===== config.mk =====
export PLATFORM = sky130hd
export DESIGN_NAME = dmi_bus_adapter_flat
export DESIGN_NICKNAME = d
export VERILOG_FILES = /design/src/rtl/dmi_bus_adapter_if.sv /design/src/rtl/dmi_bus_adapter.sv /design/src/flat_wrapper.sv
export SDC_FILE = /design/constraint.sdc
export NUM_CORES = 1
export LEC_CHECK = 0
export ABC_CLOCK_PERIOD_IN_PS = 6000
export CAP_MARGIN = 15
export CORE_UTILIZATION = 34
export CTS_CLUSTER_SIZE = 25
export DETAILED_ROUTE_END_ITERATION = 6
export PLACE_DENSITY_LB_ADDON = 0.15
export SLEW_MARGIN = 10
export SYNTH_ARGS = -nofsm -noshare
export SYNTH_HDL_FRONTEND = slang
export SYNTH_SLANG_ARGS = --single-unit

===== constraint.sdc =====
create_clock -name clk -period 6 [get_ports clk]
set_input_delay 1.2 -clock clk [delete_from_list [all_inputs] [get_ports clk]]
set_output_delay 1.2 -clock clk [all_outputs]
set_load 0.01 [all_outputs]

===== src/rtl/dmi_bus_adapter_if.sv =====
// dmi_bus_adapter_if: debug-transport request/response and register-bus signals of the adapter
interface dmi_bus_adapter_if;
  logic        debug_req_valid;
  logic        debug_req_ready;
  logic [6:0]  debug_req_bits_addr;
  logic [1:0]  debug_req_bits_op;
  logic [31:0] debug_req_bits_data;
  logic        debug_resp_valid;
  logic        debug_resp_ready;
  logic [1:0]  debug_resp_bits_resp;
  logic [31:0] debug_resp_bits_data;
  logic        bus_req;
  logic        bus_gnt;
  logic        bus_we;
  logic [6:0]  bus_addr;
  logic [31:0] bus_wdata;
  logic        bus_rvalid;
  logic [31:0] bus_rdata;
  logic        bus_err;
  modport master (
    input  debug_req_valid, debug_req_bits_addr, debug_req_bits_op, debug_req_bits_data,
    input  debug_resp_ready, bus_gnt, bus_rvalid, bus_rdata, bus_err,
    output debug_req_ready, debug_resp_valid, debug_resp_bits_resp, debug_resp_bits_data,
    output bus_req, bus_we, bus_addr, bus_wdata
  );
  modport slave (
    output debug_req_valid, debug_req_bits_addr, debug_req_bits_op, debug_req_bits_data,
    output debug_resp_ready, bus_gnt, bus_rvalid, bus_rdata, bus_err,
    input  debug_req_ready, debug_resp_valid, debug_resp_bits_resp, debug_resp_bits_data,
    input  bus_req, bus_we, bus_addr, bus_wdata
  );
endinterface


===== src/rtl/dmi_bus_adapter.sv =====
// dmi_bus_adapter: bridges DMI requests onto a req/gnt/rvalid register bus with per-access timeout
module dmi_bus_adapter #(
  parameter int unsigned TIMEOUT_CYCLES = 255
) (
  input logic clk,
  input logic reset,
  dmi_bus_adapter_if.master dmi
);
  typedef enum logic [1:0] {IDLE, REQ, WAIT, RESP} state_t;
  state_t      r_state;
  logic        r_ready;
  logic        r_resp_valid;
  logic        r_bus_req;
  logic        r_we;
  logic        r_outst;
  logic [1:0]  r_resp;
  logic [31:0] r_data;
  logic [31:0] r_wdata;
  logic [6:0]  r_addr;
  logic [15:0] r_cnt;
  logic [16:0] w_cnt_inc;
  logic        w_timeout;
  logic        w_accept;
  logic        w_bus_op;
  assign w_cnt_inc = {1'b0, r_cnt} + 17'd1;
  assign w_timeout = w_cnt_inc >= 17'(TIMEOUT_CYCLES);
  assign w_accept  = r_ready && dmi.debug_req_valid;
  assign w_bus_op  = dmi.debug_req_bits_op[0] ^ dmi.debug_req_bits_op[1];
  assign dmi.debug_req_ready      = r_ready;
  assign dmi.debug_resp_valid     = r_resp_valid;
  assign dmi.debug_resp_bits_resp = r_resp;
  assign dmi.debug_resp_bits_data = r_data;
  assign dmi.bus_req              = r_bus_req;
  assign dmi.bus_we               = r_we;
  assign dmi.bus_addr             = r_addr;
  assign dmi.bus_wdata            = r_wdata;
  always_ff @(posedge clk) begin
    if (reset) begin
      r_state      <= IDLE;
      r_ready      <= 1'b0;
      r_resp_valid <= 1'b0;
      r_bus_req    <= 1'b0;
      r_we         <= 1'b0;
      r_outst      <= 1'b0;
      r_resp       <= 2'd0;
      r_data       <= '0;
      r_wdata      <= '0;
      r_addr       <= '0;
      r_cnt        <= '0;
    end else begin
      // a late completion of an aborted access is absorbed wherever it lands outside WAIT
      if (r_state != WAIT && dmi.bus_rvalid) r_outst <= 1'b0;
      case (r_state)
        IDLE: begin
          if (w_accept) begin
            r_ready <= 1'b0;
            r_cnt   <= '0;
            r_addr  <= dmi.debug_req_bits_addr;
            r_wdata <= dmi.debug_req_bits_data;
            r_we    <= dmi.debug_req_bits_op == 2'd2;
            if (w_bus_op) begin
              r_state   <= REQ;
              r_bus_req <= 1'b1;
            end else begin
              r_state      <= RESP;
              r_resp_valid <= 1'b1;
              r_resp       <= (dmi.debug_req_bits_op == 2'd0) ? 2'd0 : 2'd2;
              r_data       <= '0;
            end
          end else r_ready <= !r_outst || dmi.bus_rvalid;
        end
        REQ: begin
          r_cnt <= w_cnt_inc[15:0];
          if (dmi.bus_gnt) begin
            r_bus_req <= 1'b0;
            r_state   <= WAIT;
          end else if (w_timeout) begin
            r_bus_req    <= 1'b0;
            r_state      <= RESP;
            r_resp_valid <= 1'b1;
            r_resp       <= 2'd3;
            r_data       <= '0;
          end
        end
        WAIT: begin
          r_cnt <= w_cnt_inc[15:0];
          if (dmi.bus_rvalid) begin
            r_state      <= RESP;
            r_resp_valid <= 1'b1;
            r_resp       <= dmi.bus_err ? 2'd2 : 2'd0;
            r_data       <= (!r_we && !dmi.bus_err) ? dmi.bus_rdata : '0;
          end else if (w_timeout) begin
            r_state      <= RESP;
            r_resp_valid <= 1'b1;
            r_resp       <= 2'd3;
            r_data       <= '0;
            r_outst      <= 1'b1;
          end
        end
        RESP: begin
          if (dmi.debug_resp_ready) begin
            r_resp_valid <= 1'b0;
            r_state      <= IDLE;
            r_ready      <= !r_outst || dmi.bus_rvalid;
          end
        end
        default: r_state <= IDLE;
      endcase
    end
  end
endmodule


===== src/flat_wrapper.sv =====
// flat-port wrapper written by rule: the top's interface ports become plain ports
module dmi_bus_adapter_flat 
#(
  parameter int unsigned TIMEOUT_CYCLES = 255
)
  (clk, reset, dmi_debug_req_valid, dmi_debug_req_bits_addr, dmi_debug_req_bits_op, dmi_debug_req_bits_data, dmi_debug_resp_ready, dmi_bus_gnt, dmi_bus_rvalid, dmi_bus_rdata, dmi_bus_err, dmi_debug_req_ready, dmi_debug_resp_valid, dmi_debug_resp_bits_resp, dmi_debug_resp_bits_data, dmi_bus_req, dmi_bus_we, dmi_bus_addr, dmi_bus_wdata);
  dmi_bus_adapter_if dmi_i ();
  input logic clk;
  input logic reset;
  input wire logic [$bits(dmi_i.debug_req_valid)-1:0] dmi_debug_req_valid;
  input wire logic [$bits(dmi_i.debug_req_bits_addr)-1:0] dmi_debug_req_bits_addr;
  input wire logic [$bits(dmi_i.debug_req_bits_op)-1:0] dmi_debug_req_bits_op;
  input wire logic [$bits(dmi_i.debug_req_bits_data)-1:0] dmi_debug_req_bits_data;
  input wire logic [$bits(dmi_i.debug_resp_ready)-1:0] dmi_debug_resp_ready;
  input wire logic [$bits(dmi_i.bus_gnt)-1:0] dmi_bus_gnt;
  input wire logic [$bits(dmi_i.bus_rvalid)-1:0] dmi_bus_rvalid;
  input wire logic [$bits(dmi_i.bus_rdata)-1:0] dmi_bus_rdata;
  input wire logic [$bits(dmi_i.bus_err)-1:0] dmi_bus_err;
  output wire logic [$bits(dmi_i.debug_req_ready)-1:0] dmi_debug_req_ready;
  output wire logic [$bits(dmi_i.debug_resp_valid)-1:0] dmi_debug_resp_valid;
  output wire logic [$bits(dmi_i.debug_resp_bits_resp)-1:0] dmi_debug_resp_bits_resp;
  output wire logic [$bits(dmi_i.debug_resp_bits_data)-1:0] dmi_debug_resp_bits_data;
  output wire logic [$bits(dmi_i.bus_req)-1:0] dmi_bus_req;
  output wire logic [$bits(dmi_i.bus_we)-1:0] dmi_bus_we;
  output wire logic [$bits(dmi_i.bus_addr)-1:0] dmi_bus_addr;
  output wire logic [$bits(dmi_i.bus_wdata)-1:0] dmi_bus_wdata;
  assign dmi_i.debug_req_valid = dmi_debug_req_valid;
  assign dmi_i.debug_req_bits_addr = dmi_debug_req_bits_addr;
  assign dmi_i.debug_req_bits_op = dmi_debug_req_bits_op;
  assign dmi_i.debug_req_bits_data = dmi_debug_req_bits_data;
  assign dmi_i.debug_resp_ready = dmi_debug_resp_ready;
  assign dmi_i.bus_gnt = dmi_bus_gnt;
  assign dmi_i.bus_rvalid = dmi_bus_rvalid;
  assign dmi_i.bus_rdata = dmi_bus_rdata;
  assign dmi_i.bus_err = dmi_bus_err;
  assign dmi_debug_req_ready = dmi_i.debug_req_ready;
  assign dmi_debug_resp_valid = dmi_i.debug_resp_valid;
  assign dmi_debug_resp_bits_resp = dmi_i.debug_resp_bits_resp;
  assign dmi_debug_resp_bits_data = dmi_i.debug_resp_bits_data;
  assign dmi_bus_req = dmi_i.bus_req;
  assign dmi_bus_we = dmi_i.bus_we;
  assign dmi_bus_addr = dmi_i.bus_addr;
  assign dmi_bus_wdata = dmi_i.bus_wdata;
  dmi_bus_adapter #(.TIMEOUT_CYCLES(TIMEOUT_CYCLES)) u_core (.clk(clk), .reset(reset), .dmi(dmi_i));
endmodule

# Word level (Yosys, flattened, before mapping)
# Cells that the tools add are included.
# word_totals
register_bits	96
inputBits	80
output_inout_bits	77
# classes
addsub	1
magnitude_cmp	1
eq_ne	11
muxes	43
bitwise	1
n_reduce_logical	21
# ops
cell	count
$mux W32	6
$pmux W32 S3	1
$pmux W16 S2	1
$mux W2	13
$add A16 B1 Y17 const B	1
$ge A17 B8 Y1 const B	1
$mux W1	16
$mux W16	1
$reduce_and A4 Y1	3
$ne A2 B2 Y1 const B	4
$pmux W2 S4	1
$reduce_and A2 Y1	4
$eq A2 B2 Y1 const B	3
$pmux W2 S3	1
$reduce_bool A2 Y1	3
$logic_not A2 Y1	2
$ne A2 B1 Y1 const B	2
$pmux W1 S2	2
$pmux W1 S4	1
$logic_and A1 B1 Y1	3
$logic_not A1 Y1	3
$ne A3 B2 Y1 const B	1
$reduce_bool A3 Y1	1
$eq A2 B1 Y1 const B	1
3 further kinds	3

# Logic depth before layout (Yosys ltp)
# depth
depth_word	6
mapped_depth	10

# Worst setup path before layout
# No wires, ideal clock.
# synth_timing
path_kind	input -> register
from	in dmi_debug_req_bits_op[0]
to	reg u_core.r_data[30], in the netlist u_core.dmi.debug_resp_bits_data[30]
setup_ns	0.095
arrival_ns	2.683
slack_ns	3.222
cell_stages	8
n_path_buf	2
path_cell_list	inv_1 ha_1 a22oi_1 nand2_1 clkbuf_1 clkbuf_1 a22oi_1 a221oi_1
# synth_between
elab_chain_len	3
# synth_rtl
element	line	text
start, declared	flat_wrapper.sv:12	input wire logic [$bits(dmi_i.debug_req_bits_op)-1:0] dmi_debug_req_bits_op;
$xor A1 B1 Y1	dmi_bus_adapter.sv:28	assign w_bus_op = dmi.debug_req_bits_op[0] ^ dmi.debug_req_bits_op[1];
$ne A2 B2 Y1 (no line)	--	
$reduce_and A4 Y1 (no line)	--	
end signal, assigned	dmi_bus_adapter.sv:91	r_data <= (!r_we && !dmi.bus_err) ? dmi.bus_rdata : '0;
end, declared	dmi_bus_adapter.sv:17	logic [31:0] r_data;
# No other way between the ends.
# A chain may end at the register's enable or synchronous reset.

# Worst setup path in the final report
# layout_timing
from	in dmi_debug_req_bits_op[0]
to	reg u_core.r_data[7], in the netlist u_core.dmi.debug_resp_bits_data[7]
# The elaborated chain is that of the path after synthesis.

==> out/metrics.csv <==
stage;metric;value;unit
sta;grt_setup_unrepaired;no;
sta;final_critical_path_setup_slack;2790;ps
logic_synthesis;dominant_cell_by_count_in_the_synthesized_netlist;nand2_1;
layout;finalNetCount;843;
logic_synthesis;most_used_flip_flop_cell_after_synthesis;dfxtp_1;
setup_path;worst_setup_path_start_kind;input port;
sta;timing.max_slew.rel_slack;41.11;%
floorplanning;start_util;35.37;%
detailed_routing;detail_route.drc_violations;11;
placed_design;detailedPlacementHpwl;10.06;mm
detailed_routing;wire_per_inst;16.04;um
power_and_ir_drop;power.share.combinational;35.6;%
power_and_ir_drop;peakVddDrop;0.0002004;V
flow_run;max-cap-violations;0;
power_and_ir_drop;power_report.internal_total;1.313;mW
global_route;gr-usage-all-layers;19.53;%
sta;min_period_over_period;53.51;%
power_and_ir_drop;sw_frac_of_total;36.50;%
clock_network;cts_repair_resized_insts;0;
setup_path;crit_path_end_kind;flip-flop;
sta;clock_skew;6.986;ps
logic_synthesis;syn-cell-area;5199;sq um
status;run_status;complete, but fails checks;
clock_network;clock_sinks;96;
global_route;global_route_wire_length_before_repair;24.89;mm
global_route;first_global_vias;4993;
clock_network;cts_tree;yes;
floorplanning;core;14700;sq um
logic_synthesis;syn-num-nets;718;
logic_synthesis;yosysWarningCount;0;
logic_synthesis;synth-async-reset-ratio;0;%
logic_synthesis;synth_edf_count;0;
setup_path;worstPathArrival;3410;ps
logic_synthesis;yosys_register_bits;96;
floorplanning;ios;157;
setup_path;timing.critical_path.slowest_stage_cell;nand2_4;
sta;max_freq;0.3115;GHz
sta;finalHoldViolations;0;
clock_network;total_number_of_h_tree_levels;3;
placed_design;place.detailed.instances;928;
logic_synthesis;synth_largest_type_area_fraction;36.97;%
sta;timing.setup.tns;0;ps
logic_synthesis;synth_seq_area_share;36.97;%
setup_path;path_common_cell;a22oi_1;
logic_synthesis;synth_area_leaders;dfxtp_1 37%, nand2_1 10%, a221oi_2 7.8%;
sta;worstMarginPinSlew;883.3;ps
logic_synthesis;syn_avg_cell_area;8.252;sq um
setup_path;critical_path.n_buffers_inverters;2;
setup_path;timing.critical_path.max_delay_family;compound AO/OA/AOI/OAI gates;
power_and_ir_drop;net-switching-power;0.7546;mW
setup_path;path_cells;clkdlybuf4s50_1 > inv_1 > ha_1 > a22oi_1 > nand2_4 > a22oi_1 > a221oi_2;
detailed_routing;initial_detailed_routing_violation_count;346;
power_and_ir_drop;sequentialPowerShare;35.1;%
logic_synthesis;post_synth_inst_count;630;
logic_synthesis;yosysTopAreaCell;dfxtp_1;
detailed_routing;postRouteWirelength;15.14;mm
placed_design;preCtsSetupSlack;2081;ps
logic_synthesis;synthDistinctLibCells;51;
global_route;globalRouteOverflowTotal;0;
placed_design;routabilityCongestion;0.8167;
floorplanning;die_height;125.7;um
global_route;antenna_found_initial;0;
clock_network;tritoncts.num_buffers;9;
floorplanning;rows;44;
floorplanning;die_width;125.7;um
power_and_ir_drop;p_total;2.067;mW
sta;setup_viol;0;
status;failed_checks;DRC;
sta;fin_crit;3210;ps
layout;finish.cell_count_without_fillers;944;
detailed_routing;postRouteAntennaNets;0;
setup_path;cp.required;6200;ps
min_path;hold_class;flip-flop to flip-flop;
layout;syn_to_final_growth;37.88;%
setup_path;critPathMaxFanout;66;
detailed_routing;dr_total_vias;5092;
layout;antenna-diode-count;0;
clock_network;cts.reportedPaths.clkPinSlew;70;ps
logic_synthesis;synth_common_cells;142 x nand2_1, 96 x dfxtp_1, 66 x a21oi_1;
power_and_ir_drop;power_density;288.4;nW/um^2
setup_path;slowest_stage_delay_on_critical_path;460;ps
layout;layout.filler_cells;1418;
setup_path;timing_worst_setup_path_type;input port to flip-flop;
clock_network;clock_tree.buffer_depth;2;
clock_network;cts_hold_repair.buffers;0;
detailed_routing;vias_per_cell;5.394;
floorplanning;design.die.area;15790;sq um
layout;final_layout_size_suffix_gt1_share;12.76;%
global_route;grt_start_max_net_pins;67;
power_and_ir_drop;power.leakage;2.428;nW
clock_network;clk_root_buffer_cell;clkbuf_16;
clock_network;clock_insertion_delay_worst_skew;360;ps
placed_design;io_buffers;156;
power_and_ir_drop;p_clk_share;29.4;%
detailed_routing;detailedRoute.firstPassIterationCount;7;
sta;timing_max_transition_violations_final;0;
clock_network;postCtsSetupRepairBufs;0;
-- worst reg2reg max path: stages, from the launching register on --
cell	delay [ps]
dfxtp_1	440
ha_1	360
nand3_4	170
nor3_1	370
xnor2_1	190
o211ai_2	170
nor4_4	310
buf_4	370
nand3_1	140
a221oi_1	300
-- layer usage --
layer  up-vias  global-route usage, %  share of wire [%]
met5         -                      0                  0
met3        13                  6.712                9.1
met4         0                  6.026                1.3
li1       2511                      -                  -
met1      2404                  24.58                 44
met2       164                  31.37                 46
-- power by group through the flow --
stage	Sequential (mW)	Combinational (mW)	Clock, mW
3_3_place_gp	0.737	0.718	0
3_5_place_dp	0.740	0.736	0
5_1_grt	0.732	0.816	0.652
2_1_floorplan	0.757	0.443	0
6_report	0.725	0.735	0.608
4_1_cts	0.725	0.739	0.628
-- stage by stage --
| step | cell area [sq um] | hold WS (ps) | utilization, % |
|---|---|---|---|
| floorplan | 5199 | 480.5 | - |
| global placement | 6853 | 441.2 | 46.62 |
| detailed placement | 6853 | 446.4 | 46.62 |
| CTS | 7163 | 456.5 | 48.73 |
| global route | 7168 | 475.6 | 48.77 |
| finish | 7168 | 453.0 | 48.77 |
-- final timing paths --
| check | startpoint | endpoint | slack (ps) | cells after the start |
|---|---|---|---|---|
| worst max-delay path | dmi_debug_req_bits_op[0] | u_core.dmi.debug_resp_bits_data[7]$_SDFFE_PP0P_ | 2790 | 7 |
| worst min-delay path | u_core.dmi.bus_wdata[15]$_SDFFE_PP0P_ | u_core.dmi.bus_wdata[15]$_SDFFE_PP0P_ | 450 | 2 |
| worst min register to register | u_core.dmi.bus_wdata[15]$_SDFFE_PP0P_ | u_core.dmi.bus_wdata[15]$_SDFFE_PP0P_ | 450 | 2 |
| worst max register to register | u_core.r_cnt[0]$_SDFFE_PP0P_ | u_core.dmi.debug_resp_bits_data[0]$_SDFFE_PP0P_ | 3090 | 9 |
-- layout make-up --
type | count | area, sq um | area share [%]
clock buffer | 9 | 225.2 | 3.142
clock inverter | 7 | 85.08 | 1.187
tap | 184 | 230.2 | 3.212
inverter | 10 | 37.54 | 0.5237
timing repair buffer | 166 | 1634 | 22.80
sequential | 96 | 1922 | 26.81
multi-input combinational | 472 | 3034 | 42.33
-- registers in the layout, summed over array words and instances, names as in the netlist --
register,cells
u_core.dmi.bus_addr,7
u_core.dmi.bus_req,1
u_core.dmi.bus_wdata,32
u_core.dmi.bus_we,1
u_core.dmi.debug_req_ready,1
u_core.dmi.debug_resp_bits_data,32
u_core.dmi.debug_resp_bits_resp,2
u_core.dmi.debug_resp_valid,1
u_core.r_cnt,16
u_core.r_outst,1
u_core.r_state,2
-- cells in the final DEF (no fill, tap or decap), types with 13 or more instances in the layout --
cell type and count:
clkdlybuf4s50_1 155, nand2_1 141, dfxtp_1 96, a21oi_1 66
a22oi_1 34, a21o_1 32, nand3_2 28, nor2_1 27
a221oi_2 27, o21ai_0 19, nand3_1 15, nor3_1 13
-- logic make-up after synthesis --
logic type | count (synthesis) | share of synthesized area, %
buffers and inverters | 62 | 5.054
xor gates and xnor gates | 6 | 1.011
muxes | 2 | 0.3851
DFF | 96 | 36.97
and+or+nand+nor | 257 | 25.73
AOI/OAI and AO/OA | 199 | 28.93
adders and majority gates | 8 | 1.925
Note: power is estimated with default switching activity, not from simulation.
